**src/rtl/alien_spawner_pkg.sv**
```systemverilog
// alien_spawner shared types and defaults.
// FSM encoding plus the default sizing of the spawner.
package alien_spawner_pkg;

   typedef enum logic [1:0] {
      S_IDLE  = 2'd0,
      S_PICK  = 2'd1,
      S_OFFER = 2'd2
   } state_t;

   localparam int DEF_SPAWN_PERIOD = 1000;
   localparam int DEF_MAX_ALIENS   = 8;
   localparam int DEF_SLOT_W       = 3;
   localparam int DEF_COL_W        = 4;

endpackage

```
**src/rtl/alien_spawner_lowest_free_slot.sv**
```systemverilog
// Priority encoder: lowest zero bit of the occupancy map,
// with a same-cycle kill already folded in.
module lowest_free_slot
   import alien_spawner_pkg::*;
#(
   parameter int MAX_ALIENS = DEF_MAX_ALIENS,
   parameter int SLOT_W     = DEF_SLOT_W
) (
   input  logic [MAX_ALIENS-1:0] active,
   input  logic                  kill,
   input  logic [SLOT_W-1:0]     kill_slot,
   output logic [SLOT_W-1:0]     slot,
   output logic                  none_free
);

   logic [MAX_ALIENS-1:0] live;

   always_comb begin
      live = active;
      if (kill)
         live[kill_slot] = 1'b0;
      slot      = '0;
      none_free = 1'b1;
      // scan downward so the lowest free index wins
      for (int i = MAX_ALIENS - 1; i >= 0; i--) begin
         if (!live[i]) begin
            slot      = SLOT_W'(i);
            none_free = 1'b0;
         end
      end
   end

endmodule

```
**src/rtl/alien_spawner.sv**
```systemverilog
// Paces spawn attempts, picks a non-repeating column and the
// lowest free slot, and offers it over valid/ready.
module alien_spawner
   import alien_spawner_pkg::*;
#(
   parameter int SPAWN_PERIOD = DEF_SPAWN_PERIOD,
   parameter int MAX_ALIENS   = DEF_MAX_ALIENS,
   parameter int SLOT_W       = DEF_SLOT_W,
   parameter int COL_W        = DEF_COL_W
) (
   input  logic                  clk,
   input  logic                  reset,
   input  logic                  enable,
   input  logic [15:0]           rnd,
   input  logic                  kill,
   input  logic [SLOT_W-1:0]     kill_slot,
   input  logic                  spawn_ready,
   output logic                  spawn_valid,
   output logic [SLOT_W-1:0]     spawn_slot,
   output logic [COL_W-1:0]      spawn_x,
   output logic [MAX_ALIENS-1:0] active,
   output logic                  drop
);

   localparam int TMR_W = (SPAWN_PERIOD > 2) ? $clog2(SPAWN_PERIOD) : 1;
   localparam logic [TMR_W-1:0] RELOAD = TMR_W'(SPAWN_PERIOD - 1);
   localparam logic [MAX_ALIENS-1:0] ONE = MAX_ALIENS'(1);

   state_t                state_q, state_d;
   logic [TMR_W-1:0]      timer_q, timer_d;
   logic [SLOT_W-1:0]     slot_q, slot_d;
   logic [COL_W-1:0]      x_q, x_d;
   logic [COL_W-1:0]      last_x_q, last_x_d;
   logic [MAX_ALIENS-1:0] active_q, active_d;
   logic                  drop_q, drop_d;

   logic [SLOT_W-1:0]     free_slot;
   logic                  none_free;
   logic [COL_W-1:0]      cand, pick_x;
   logic [MAX_ALIENS-1:0] kill_mask, set_mask;
   logic                  unused_rnd;

   assign unused_rnd = ^rnd[15:COL_W];

   lowest_free_slot #(
      .MAX_ALIENS (MAX_ALIENS),
      .SLOT_W     (SLOT_W)
   ) u_free (
      .active    (active_q),
      .kill      (kill),
      .kill_slot (kill_slot),
      .slot      (free_slot),
      .none_free (none_free)
   );

   // bump by one on a repeat; natural wrap of COL_W bits
   assign cand   = rnd[COL_W-1:0];
   assign pick_x = (cand == last_x_q) ? cand + COL_W'(1) : cand;

   assign kill_mask = kill ? (ONE << kill_slot) : '0;
   assign set_mask  = ONE << slot_q;

   always_ff @(posedge clk or posedge reset) begin
      if (reset) begin
         state_q  <= S_IDLE;
         timer_q  <= RELOAD;
         slot_q   <= '0;
         x_q      <= '0;
         last_x_q <= '0;
         active_q <= '0;
         drop_q   <= 1'b0;
      end else begin
         state_q  <= state_d;
         timer_q  <= timer_d;
         slot_q   <= slot_d;
         x_q      <= x_d;
         last_x_q <= last_x_d;
         active_q <= active_d;
         drop_q   <= drop_d;
      end
   end

   always_comb begin
      state_d  = state_q;
      timer_d  = timer_q;
      slot_d   = slot_q;
      x_d      = x_q;
      last_x_d = last_x_q;
      drop_d   = 1'b0;
      active_d = active_q & ~kill_mask;
      unique case (state_q)
         S_IDLE: begin
            if (enable) begin
               if (timer_q == '0)
                  state_d = S_PICK;
               else
                  timer_d = timer_q - TMR_W'(1);
            end
         end
         S_PICK: begin
            x_d = pick_x;
            if (none_free) begin
               drop_d  = 1'b1;
               timer_d = RELOAD;
               state_d = S_IDLE;
            end else begin
               slot_d  = free_slot;
               state_d = S_OFFER;
            end
         end
         S_OFFER: begin
            if (spawn_ready) begin
               active_d = active_d | set_mask;
               last_x_d = x_q;
               timer_d  = RELOAD;
               state_d  = S_IDLE;
            end
         end
         default: state_d = S_IDLE;
      endcase
   end

   assign spawn_valid = (state_q == S_OFFER);
   assign spawn_slot  = slot_q;
   assign spawn_x     = x_q;
   assign active      = active_q;
   assign drop        = drop_q;

endmodule

```
**config.mk**
```make
export PLATFORM = sky130hd
export DESIGN_NAME = alien_spawner
export DESIGN_NICKNAME = d
export VERILOG_FILES = /design/src/rtl/alien_spawner_pkg.sv /design/src/rtl/alien_spawner_lowest_free_slot.sv /design/src/rtl/alien_spawner.sv
export SDC_FILE = /design/constraint.sdc
export NUM_CORES = 1
export LEC_CHECK = 0
export CAP_MARGIN = 10
export CORE_MARGIN = 3
export CORE_UTILIZATION = 48
export CTS_BUF_LIST = sky130_fd_sc_hd__clkbuf_4 sky130_fd_sc_hd__clkbuf_8 sky130_fd_sc_hd__clkbuf_16
export CTS_CLUSTER_DIAMETER = 150
export DETAILED_ROUTE_END_ITERATION = 8
export GPL_TIMING_DRIVEN = 0
export PLACE_DENSITY = 0.76
export SETUP_SLACK_MARGIN = 0.15
export SLEW_MARGIN = 5
export SYNTH_ARGS = -nofsm -noshare
export SYNTH_HDL_FRONTEND = slang
export SYNTH_SLANG_ARGS = --single-unit
```
**constraint.sdc**
```tcl
create_clock -name clk -period 3.7 [get_ports clk]
set_input_delay 0.37 -clock clk [delete_from_list [all_inputs] [get_ports clk]]
set_output_delay 0.37 -clock clk [all_outputs]
set_load 0.01 [all_outputs]
```
==> results.yml <==
route:
  dr.first_iter.drc_count: 108
  drc_errors: 0
  via_per_inst: 6.04
  ant_nets: 0
  routed_wl_um: 4500
  wire_per_inst_um: 16.1
  num_vias: 1686
  drt-pass1-iter-count: 4
critical_path:
  cp_num_buf_inv: 1
  path_max_fanout: 6
  worstPathRequired_ns: 3.89
  crit_family: "simple AND/OR/NAND/NOR gates"
  critical_path.cell_chain: "inv_1 > ha_1 > nor2b_1 > nor3_1 > nand3_1 > o31ai_1"
  slowest_stage: "nor3_1"
  worst_setup_path_end_kind: "register"
  max_stage_delay_ns: 0.64
  r2r_slack_ns: 1.45
  cp-start-kind: "register"
  worstPathArrival_ns: 2.44
  worstSetupPathType: "reg2reg"
yosys:
  yosysSeqAreaShare_pct: 41.1
  ys_async_sr_fraction_pct: 100
  synth_cell_types: 58
  synthCells: 194
  netlist_area_sq_um: 1970
  avgSynthCellArea_sq_um: 10.2
  ys_warn_count: 0
  synth-seq-cells: 32
  synth_edf_count: 0
  synthFlopType: "dfrtp_1"
  syn_nets: 224
timing:
  fin_crit_ns: 2.25
  grt_setup_unrepaired: "false"
  setup-tns-final_ns: 0
  fin_crit_sh_pct: 60.7
  slew_headroom_pct: 49.4
  setup_viol: 0
  fmax_mhz: 445
  worst_pin_slew_ns: 0.753
  drv_slew: 0
  report.final.hold_viol_count: 0
  skew_ns: 0.0104
placement:
  place.gp.congestion: 0.843
  port_buffers: 28
  place_hpwl_um: 3280
global_routing:
  grt_pass1_vias: 1598
  grt_max_degree: 33
  antenna_found_initial: 0
  overflow: 0
  grt_pass1_wl_um: 7670
  grt_usage_pct: 19.4
pwr:
  p_int_w: 0.00110
  total_power_w: 0.00180
  p_seq_share_pct: 36.1
  switching_power_w: 0.000700
  ir_drop_mv: 0.433
  power_frac_comb_pct: 45.4
  p_leak_nw: 0.968
  p_clk_share_pct: 18.5
  power_density_nw_per_um2: 733
  p_sw_share_pct: 38.9
clock_tree:
  cts_hold_buf: 0
  worstSkewPairLatency_ns: 0.28
  clkTransAtPathRegs_ns: 0.07
  root_buffer: "clkbuf_8"
  h-tree-depth: 2
  clockBufferDepth: 2
  cts_resized: 0
  cts_tree: "yes"
  cts.sinks: 32
  postCtsSetupBuffers: 0
  cts_inserted_buffers: 5
status:
  status: "complete, no violations"
final_layout:
  layout_commonest_cell: "clkdlybuf4s50_1"
  final_net_count: 260
  fill_cells: 334
  area_growth_pct: 24.3
  seq_area_sq_um: 811
  mostFrequentLayoutCells: "clkdlybuf4s50_1, dfrtp_1, a21oi_1, nand2_1, nor2_1"
  drive_gt1_share_pct: 15.6
  multi_input_area_sq_um: 1090
  antenna_cells: 0
floorplanning:
  die_x_um: 70.1
  std_cell_rows: 22
  boundaryPins: 41
  fp.dieArea_sq_um: 4910
  die_h_um: 70.1
  core_area_sq_um: 3800
  start_util_pct: 51.9
min_path:
  hold_path_class: "in2async"
run:
  maxCapViolCount: 0
## sequential cells by signal, indices dropped and copies added, names as in the netlist
name	flops
state_q	2
spawn_slot	3
last_x_q	4
timer_q	10
drop	1
spawn_x	4
active	8
## routing by layer
metal	track usage (%)	wire, um	vias to the layer above
met2	31.2	2200	45
met5	0	0	-
met4	5.74	58	0
met1	25.4	2030	812
li1	-	-	823
met3	5.32	209	6
## final cells by class
class | count | share of cell area, %
Inverter | 10 | 1.53
Multi-Input combinational cell | 145 | 44.4
Tap cell | 48 | 2.45
Sequential cell | 32 | 33.1
Buffer | 7 | 1.48
Clock buffer | 5 | 2.81
Clock inverter | 3 | 1.74
Timing Repair Buffer | 29 | 12.6
## per-stage QoR
| step | instances | area, sq um | worst slack [ns] | util (%) | hold WS (ns) |
|---|---|---|---|---|---|
| after global routing | 279 | 2450 | 1.35 | 64.5 | 0.415 |
| after CTS | 278 | 2420 | 1.52 | 63.8 | 0.504 |
| after detailed placement | 270 | 2310 | 1.45 | 60.9 | 0.492 |
| after global placement | 270 | 2310 | 1.44 | 60.9 | 0.489 |
| after floorplan | 194 | 1970 | 1.78 | - | 0.478 |
| final | 279 | 2450 | 1.45 | 64.5 | 0.399 |
## Yosys cell counts (all sizes together), types with 2 or more instances
cell | n | area, sq um
o41ai | 4 | 53.8
o31a | 2 | 17.5
inv | 10 | 37.5
nor4 | 5 | 61.3
a41oi | 3 | 26.3
o21bai | 4 | 30.0
o21ai | 8 | 40.0
nor2b | 3 | 18.8
nand2b | 4 | 25.0
mux2 | 4 | 45.0
mux2i | 6 | 60.1
nand4b | 3 | 26.3
nor3b | 2 | 15.0
dfstp | 8 | 210
nor3 | 2 | 10.0
clkbuf | 5 | 20.0
ha | 6 | 75.1
a31oi | 5 | 31.3
xor2 | 4 | 35.0
o22ai | 2 | 12.5
nand3 | 5 | 25.0
o2111ai | 2 | 17.5
a21oi | 14 | 70.1
or2 | 3 | 18.8
and4b | 3 | 30.0
a211o | 4 | 36.3
nand2 | 12 | 47.6
o31ai | 2 | 15.0
nor4b | 3 | 32.5
buf | 2 | 16.3
o211ai | 2 | 15.0
dfrtp | 24 | 601
nor2 | 11 | 41.3
## final timing paths
path,startpoint,endpoint,cells past startpoint
max,state_q[0]$_DFFE_PP0P_,timer_q[7]$_DFFE_PP1P_,6
min,reset,state_q[1]$_DFFE_PP0P_,2
max reg2reg,state_q[0]$_DFFE_PP0P_,timer_q[7]$_DFFE_PP1P_,6
min reg2reg,timer_q[0]$_DFFE_PP1P_,timer_q[0]$_DFFE_PP1P_,1
max in group asynchronous,reset,timer_q[9]$_DFFE_PP1P_,3
min in group clk,timer_q[0]$_DFFE_PP1P_,timer_q[0]$_DFFE_PP1P_,1
## power groups by stage
| stage | Sequential (W) | Combinational (W) | Clock, W |
|---|---|---|---|
| 3_5_place_dp | 0.000653 | 0.000808 | 0 |
| 3_3_place_gp | 0.000650 | 0.000793 | 0 |
| 2_1_floorplan | 0.000639 | 0.000552 | 0 |
| 5_1_grt | 0.000674 | 0.000897 | 0.000365 |
| 6_report | 0.000648 | 0.000815 | 0.000333 |
| 4_1_cts | 0.000648 | 0.000811 | 0.000341 |
## kinds of logic (layout without fill, tap and decap cells)
family	count (synthesis)	count (layout)	share of synthesized area (%)
mux	10	10	5.33
buf+inv	17	54	3.74
fa+ha+maj	6	6	3.81
simple gates	64	64	21.1
compound gates	60	60	22.7
flops	32	32	41.1
xor+xnor	5	5	2.22
(Power assumes the default switching activity.)
